<file path="config.mk">
export PLATFORM = sky130hd
export DESIGN_NAME = triangle_sequencer
export DESIGN_NICKNAME = d
export VERILOG_FILES = /design/src/rtl/triangle_sequencer.sv
export SDC_FILE = /design/constraint.sdc
export NUM_CORES = 1
export LEC_CHECK = 0
export BUFFER_PORTS_ARGS = -buffer_cell sky130_fd_sc_hd__buf_2
export CAP_MARGIN = 25
export CELL_PAD_IN_SITES_DETAIL_PLACEMENT = 0
export CELL_PAD_IN_SITES_GLOBAL_PLACEMENT = 1
export CORE_MARGIN = 5
export CORE_UTILIZATION = 41
export DETAILED_ROUTE_END_ITERATION = 8
export HOLD_SLACK_MARGIN = 0.03
export PLACE_DENSITY = 0.78
export REMOVE_ABC_BUFFERS = 1
export SLEW_MARGIN = 20
export SYNTH_ARGS = -nofsm -noshare
export SYNTH_HDL_FRONTEND = slang
export SYNTH_SLANG_ARGS = --single-unit
</file>
<file path="constraint.sdc">
create_clock -name clk -period 2 [get_ports clk]
set_input_delay 0 -clock clk [delete_from_list [all_inputs] [get_ports clk]]
set_output_delay 0 -clock clk [all_outputs]
set_load 0.02 [all_outputs]
</file>
<file path="src/rtl/triangle_sequencer.sv">
// Drives a triangle generator's ena/rst for a set number of periods with a programmable step interval.
// Start sampled at edge t -> ARM in cycle t+1 -> RUN from t+2; no backpressure, start ignored while busy.
module triangle_sequencer #(
   parameter int N     = 8,
   parameter int DIV_W = 16,
   parameter int CNT_W = 8
) (
   input  logic             clk,
   input  logic             rst,
   input  logic             start,
   input  logic             stop,
   input  logic [DIV_W-1:0] divisor,
   input  logic [CNT_W-1:0] periods,
   output logic             tri_ena,
   output logic             tri_rst,
   output logic             busy,
   output logic             done,
   output logic [CNT_W-1:0] period_count
);

   typedef enum logic [1:0] {IDLE, ARM, RUN, FINISH} state_t;

   state_t           state, state_nxt;
   logic [DIV_W-1:0] presc;
   logic [N:0]       step;
   logic             stop_pend;
   logic [DIV_W-1:0] div_q;
   logic [CNT_W-1:0] per_q;
   logic             boundary;
   logic             last_period;
   logic [CNT_W:0]   count_inc;

   assign tri_ena  = (state == RUN) && (presc == div_q);
   assign tri_rst  = ~rst | (state == ARM);
   assign busy     = (state != IDLE);
   assign done     = (state == FINISH);
   assign boundary = tri_ena && (step == '1);

   // Widened by one bit so the compare is exact even when period_count is saturated.
   assign count_inc   = {1'b0, period_count} + {{CNT_W{1'b0}}, 1'b1};
   assign last_period = (per_q != '0) && (count_inc >= {1'b0, per_q});

   always_comb begin
      state_nxt = state;
      case (state)
         IDLE:    if (start) state_nxt = ARM;
         ARM:     state_nxt = RUN;
         RUN:     if (boundary && (last_period || stop_pend || stop)) state_nxt = FINISH;
         FINISH:  state_nxt = IDLE;
         default: state_nxt = IDLE;
      endcase
   end

   always_ff @(posedge clk or negedge rst) begin
      if (!rst) begin
         state        <= IDLE;
         presc        <= '0;
         step         <= '0;
         stop_pend    <= 1'b0;
         div_q        <= '0;
         per_q        <= '0;
         period_count <= '0;
      end else begin
         state <= state_nxt;
         case (state)
            IDLE: begin
               stop_pend <= 1'b0;
               if (start) begin
                  div_q <= divisor;
                  per_q <= periods;
               end
            end
            ARM: begin
               presc        <= '0;
               step         <= '0;
               period_count <= '0;
               stop_pend    <= stop;
            end
            RUN: begin
               stop_pend <= stop_pend | stop;
               if (tri_ena) begin
                  presc <= '0;
                  step  <= step + {{N{1'b0}}, 1'b1};
                  if (boundary && (period_count != '1))
                     period_count <= count_inc[CNT_W-1:0];
               end else begin
                  presc <= presc + {{(DIV_W-1){1'b0}}, 1'b1};
               end
            end
            FINISH:  stop_pend <= 1'b0;
            default: stop_pend <= 1'b0;
         endcase
      end
   end

endmodule

</file>
==> results of run 1 <==
[registers in the layout (all words and copies together) (netlist names)]
name,cells
div_q,16
presc,16
step,9
per_q,8
period_count,8
state,2
stop_pend,1
[cell type report]
type	instances	share of cell area (%)
Clock buffer	12	3.39
Clock inverter	4	1.04
Inverter	17	1.39
Multi-Input combinational cell	232	39.8
Sequential cell	60	32.9
Tap cell	102	2.79
Timing Repair Buffer	112	18.6
[worst max path at each step]
| stage | to | slack, ns | start | depth (start not counted) |
|---|---|---|---|---|
| after floorplan | state[0] | -0.30 | period_count[0] | 11 |
| after detailed placement | state[0] | -0.24 | period_count[0] | 11 |
| after global placement | state[0] | -0.16 | period_count[0] | 11 |
| final | state[0] | -0.20 | period_count[0] | 11 |
| after global routing | state[0] | -0.30 | period_count[0] | 10 |
| after CTS | state[0] | -0.16 | period_count[1] | 11 |
[per-layer routing]
metal	vias up	part of all wire [%]
met1	1297	45
met2	38	51
met3	10	2.5
li1	1328	-
met4	0	1.7
met5	-	0
[what timing repair did]
item                                    CTS  global route
hold buffers                             26             0
cloned                                    0             1
resized for setup                        11            34
pin swaps                                 9            14
endpoints found under the setup margin    3            25
buffers inserted                          4             5
hold endpoints to repair                 46             0
[where the power goes]
| group | internal (mW) | total [mW] | switching (mW) |
|---|---|---|---|
| logic | 0.910 | 1.80 | 0.891 |
| registers | 1.52 | 1.74 | 0.220 |
| clock network | 0.640 | 1.12 | 0.476 |
[synth_stat cells]
| library cell | number | share of area, % |
|---|---|---|
| dfrtp_1 | 60 | 45 |
| mux2_2 | 27 | 9.2 |
| nand2_1 | 27 | 3.1 |
| nor2_1 | 26 | 3.0 |
| nand3_1 | 20 | 3.0 |
| xnor2_1 | 20 | 5.3 |
| ha_1 | 17 | 6.4 |
| inv_1 | 15 | 1.7 |
| a21oi_1 | 12 | 1.8 |
| o21ai_0 | 10 | 1.5 |
| xor2_1 | 10 | 2.6 |
| nor3_1 | 8 | 1.2 |
| and3_1 | 7 | 1.3 |
| nand4_1 | 7 | 1.3 |
| a211o_1 | 4 | 1.1 |
| clkbuf_1 | 4 | 0.45 |
| nand2b_1 | 4 | 0.76 |
| a21o_2 | 3 | 0.79 |
| and2_1 | 3 | 0.57 |
| nor2b_1 | 3 | 0.57 |
| o31ai_1 | 3 | 0.68 |
| xnor2_2 | 3 | 1.5 |
| or3_1 | 2 | 0.38 |
| a211oi_1 | 1 | 0.23 |
| a21o_1 | 1 | 0.23 |
| a311oi_1 | 1 | 0.26 |
| a31o_2 | 1 | 0.26 |
| a31oi_1 | 1 | 0.19 |
| and2_4 | 1 | 0.26 |
| and4b_1 | 1 | 0.30 |
| buf_1 | 1 | 0.11 |
| buf_2 | 1 | 0.15 |
| buf_6 | 1 | 0.34 |
| clkinv_1 | 1 | 0.11 |
| inv_2 | 1 | 0.11 |
| mux2i_1 | 1 | 0.30 |
| nand2_4 | 1 | 0.34 |
| nand4_2 | 1 | 0.38 |
| nand4_4 | 1 | 0.64 |
| nor4_4 | 1 | 0.64 |
| o211ai_1 | 1 | 0.23 |
| o22ai_1 | 1 | 0.19 |
| or4_1 | 1 | 0.23 |
| xnor2_4 | 1 | 0.83 |
[per-stage QoR]
| step | TNS (ns) | setup slack [ns] | hold slack, ns | instance area (sq um) | power, mW |
|---|---|---|---|---|---|
| 2_1_floorplan | -4.53 | -0.304 | -0.296 | 3270 | 2.86 |
| 3_3_place_gp | -0.277 | -0.160 | 0.0254 | 3870 | 3.36 |
| 3_5_place_dp | -0.419 | -0.239 | 0.0302 | 3870 | 3.42 |
| 4_1_cts | -0.242 | -0.156 | 0.0979 | 4400 | 4.58 |
| 5_1_grt | -0.705 | -0.302 | 0.136 | 4580 | 4.97 |
| 6_report | -0.379 | -0.204 | 0.108 | 4580 | 4.65 |
[logic make-up after synthesis]
family	Yosys count
AOI/OAI and AO/OA	39
xor gates and xnor gates	34
adders and majority gates	17
buffers and inverters	24
DFF	60
muxes	28
and+or+nand+nor	114
[critical path, cell delays in order, from the launching register on]
cell and delay, ns:
dfrtp_1 0.43, ha_4 0.20, nand2_4 0.08, nor2_4 0.04
xor2_1 0.14, ha_1 0.32, nand2_2 0.08, o21ai_2 0.15
a21oi_2 0.05, o211ai_1 0.24, a311oi_1 0.13, a211oi_1 0.24
==> flow_summary.ini, run 1 <==
[status]
status = finished, violations left
violations = setup timing

[logic_synthesis]
synth.area.mux_share_pct = 9.50
synth_seq_area_share_pct = 45.4
synth-xor-area-share_pct = 10.3
ys_ff_latch = 60
synth_top_family_by_area = simple AND/OR/NAND/NOR gates
synth_compound_area_share_pct = 7.45
ys_types = 44
ys_warn_count = 0
avgSynthCellArea_sq_um = 10.5
syn_area_sq_um = 3310
synth_cells = 316
synthAdderAreaFrac_pct = 6.43
synth-simple-area-share_pct = 18.0

[setup_path]
critPathKind = reg -> reg
r2r-end = state[0]
start_kind = flop
crit_path_end_kind = flop
r2r-start = period_count[0]
arrival_ns = 2.44
reg2regPathDepth = 11
rrSetupSlack_ns = -0.20
cp.required_ns = 2.23
critPathMaxFanout = 4

[worst_hold_path]
worstHoldStart = start
worstHoldEndpoint = state[1]
min_delay_path_depth = 3
holdCritPathClass = in -> reg

[die]
die_w_um = 99.8
core_area_sq_um = 7810
die_area_sq_um = 9960
die_y_um = 99.8
pin_count = 40
rows = 32
start_util_pct = 42.4

[sta]
rsz0062_at_grt = yes
drv_slew = 0
worstMarginPinSlew_ns = 0.563
layout_min_cycle_time_ns = 2.20
setup_violations = 2
clock.fmax_mhz = 454
period_share_pct = 110
setup_slack_ns = -0.204
fin_skew_ns = 0.00731
maxSlewHeadroom_pct = 62.4
hold_viol = 0

[cells_and_area]
n_fill_cell = 702
register_area_sq_um = 1510
diodes = 0
nNetsFinal = 477
most-common-layout-cells = 57 x dfrtp_1, 39 x buf_4, 38 x buf_2, 27 x mux2_2, 26 x dlygate4sd3_1
finish.utilization_pct = 58.6
final_common_cell = dfrtp_1
final_cells = 539
area_growth_pct = 38.4
layout-drive-gt1-share_pct = 38.7
multi_input_area_sq_um = 1820

[routing]
dr.pass1.iters = 4
drt_iter0_drc = 64
wl_um = 7540
wl_per_cell_um = 14.0
num_vias = 2673
drcViolationCount = 0
drt.antenna.violating_nets = 0
routed_via_density = 4.96

[clock_tree]
cts_buffers = 9
cts_buffer_depth = 2
cts_root_buf = clkbuf_8
clk_pin_slew_ns = 0.06
cts.sinks = 60
clk_latency_ns = 0.33
htreeDepth = 3
cts_tree = built

[placement]
place.gp.congestion = 0.757
port_buffers = 39
dp_hpwl_um = 5280
dp.cells = 487

[grt]
antenna_found_initial = 0
grt_pass1_wl_um = 12400
grt_use_met2_pct = 26.1
grt-ovfl-total = 0
grt_use_total_pct = 15.7
grt_max_degree = 25
use_met1_pct = 20.5
grt-busiest-layer = met2
grt_use_met3_pct = 1.88
grt_pass1_vias = 2704

[pwr]
ir_drop_mv = 0.683
powerDensity_nw_per_um2 = 1020
power_leakage_nw = 2.24

[flow_run]
max_cap_viol_count = 0
Note: power is estimated with default switching activity, not from simulation.
==> run 2: changes to the inputs <==
CELL_PAD_IN_SITES_DETAIL_PLACEMENT = not set   (was 0)
CELL_PAD_IN_SITES_GLOBAL_PLACEMENT = not set   (was 1)
CORE_UTILIZATION = 44   (was 41)
PLACE_DENSITY = 0.69   (was 0.78)
==> run 2 against run 1 <==
Compared with the run above: the run still ends with setup timing left; die area fell by 6.1%; count of clock-buffer cells in the layout did not move; critical path depth did not move; via count rose by 1.2%; first-iteration DRC count rose by 31%; sequential power barely moved; routed wire length rose by 2.7%; non-clock buffer count did not move; sequential cell count did not move; hold slack got worse by 0.017 ns; critical endpoint unchanged.
==> flow_summary.ini, run 2 (same netlist as run 1, synthesis figures left out) <==
[status]
status = finished, violations left
violations = setup timing

[routing]
wl_um = 7740
dr.pass1.iters = 4
routed_via_density = 5.05
drt_iter0_drc = 84
routed.top_layer = met4
dr_wl_met2_um = 3860
drcViolationCount = 0
drt.antenna.violating_nets = 0
wl_met3_um = 207
wl_per_cell_um = 14.4
num_vias = 2706
met1_length_um = 3470

[sta]
hold_viol = 0
worstMarginPinSlew_ns = 0.492
period_share_pct = 110
setup_violations = 2
rsz0062_at_grt = yes
fin_skew_ns = 0.0110
drv_slew = 0
maxSlewHeadroom_pct = 67.2
timing.hold.ws_ns = 0.0911
clock.fmax_mhz = 455
layout_min_cycle_time_ns = 2.20
setup_slack_ns = -0.198

[pwr]
p_clk_share_pct = 23.9
pwr-share-seq_pct = 37.4
intPower_mw = 3.08
powerDensity_nw_per_um2 = 1010
sw_frac_of_total_pct = 34.2
ir_drop_mv = 0.589
combPwrFrac_pct = 38.7
power_leakage_nw = 2.26
p_sw_mw = 1.60

[grt]
grt_max_degree = 23
antenna_found_initial = 0
grt_pass1_vias = 2748
grt-ovfl-total = 0
grt_use_total_pct = 16.2
grt_pass1_wl_um = 12600

[setup_path]
critPathMaxFanout = 4
cp_slowest_cell = dfrtp_1
reg2regPathDepth = 11
critPathKind = reg -> reg
cp.required_ns = 2.21
r2r-start = period_count[0]
critical_path_depth = 11
startpoint = period_count[0]
crit_path_end_kind = flop
path_delay_family = compound AO/OA/AOI/OAI gates
arrival_ns = 2.41
slowest_delay_ns = 0.41
start_kind = flop
path_buf_inv = 0
crit_chain = ha_4, nand2_4, nor2_4, xor2_1, ha_1, a21oi_1, o21ai_2, a21oi_2, o211ai_1, a311oi_2, a211oi_1

[clock_tree]
clk_latency_ns = 0.34
clk_pin_slew_ns = 0.07
cts_root_buf = clkbuf_8
cts_tree = built
cts_buffers = 9
cts_buffer_depth = 2
cts.sinks = 60
htreeDepth = 3

[die]
die_area_sq_um = 9350
core_area_sq_um = 7290
die_y_um = 96.7
start_util_pct = 45.4
pin_count = 40
rows = 31
die_w_um = 96.7

[placement]
place.gp.congestion = 0.807
port_buffers = 39
place_ws_ns = -0.212
dp_hpwl_um = 5060

[cells_and_area]
most-common-layout-cells = 56 x dfrtp_1, 38 x buf_2, 38 x buf_4, 26 x dlygate4sd3_1, 24 x mux2_2
reg_top3 = div_q: 16 flops, presc: 16 flops, step: 9 flops
final_common_cell = dfrtp_1
layout-drive-gt1-share_pct = 40.0
area_growth_pct = 40.6
nNetsFinal = 477
diodes = 0

[worst_hold_path]
min_delay_path_depth = 4
holdCritPathClass = in -> reg
worstHoldStart = start

[flow_run]
max_cap_viol_count = 0
run 2: cell counts in the layout (fill, tap and decap cells not counted):
No cell type changed its count.
run 2: worst paths after layout:
kind | to | slack, ns
setup / recovery | state[0] | -0.20
hold / removal | state[0] | 0.09
setup reg to reg | state[0] | -0.20
hold reg to reg | per_q[5] | 0.51
max in group asynchronous | presc[4] | 1.14
min in group asynchronous | div_q[12] | 0.17
run 2: metrics by stage:
step | cell area, sq um | cells | util (%) | setup TNS, ns | power (mW)
3_5_place_dp | 3850 | 482 | 52.8 | -0.357 | 3.37
6_report | 4650 | 536 | 63.8 | -0.383 | 4.68
4_1_cts | 4410 | 529 | 60.5 | -0.228 | 4.56
3_3_place_gp | 3850 | 482 | 52.8 | -0.240 | 3.32
5_1_grt | 4650 | 536 | 63.8 | -0.666 | 5.00
2_1_floorplan | 3270 | 309 | - | -4.53 | 2.86
run 2: per-layer routing:
layer  vias to the layer above  GRT usage, %
li1                       1332             -
met1                      1309          20.8
met2                        49          26.4
met3                        16          2.37
met4                         0          8.32
met5                         -             0
run 2: area by class of cell:
cell class                 count  area [sq um]
tap                           99           124
multi-input combinational    232          1910
fill                         595          2640
timing repair buffer         112           848
inverter                      17          63.8
sequential                    60          1510
clock inverter                 4          47.5
clock buffer                  12           155
run 2: power groups by stage:
stage               clock network [mW]  registers (mW)  logic [mW]
floorplan                            0            1.71        1.15
global placement                     0            1.76        1.56
detailed placement                   0            1.77        1.60
CTS                               1.15            1.75        1.65
global route                      1.20            1.79        2.01
finish                            1.12            1.75        1.81
run 2: tightest hold or removal path, delay by kind of cell:
family                 cells  cell delay (ns)
buffers and inverters      1             0.09
AND/OR/NAND/NOR            2             0.22
AO/OA/AOI/OAI              1             0.07
run 2: what timing repair did:
action | 4_1_cts | 5_1_grt
resized for setup | 17 | 43
hold buffers | 26 | 0
pin swaps | 15 | 21
endpoints found under the setup margin | 3 | 24
buffers inserted | 5 | 6
gates cloned | 0 | 1
endpoints found under the hold margin | 44 | 0
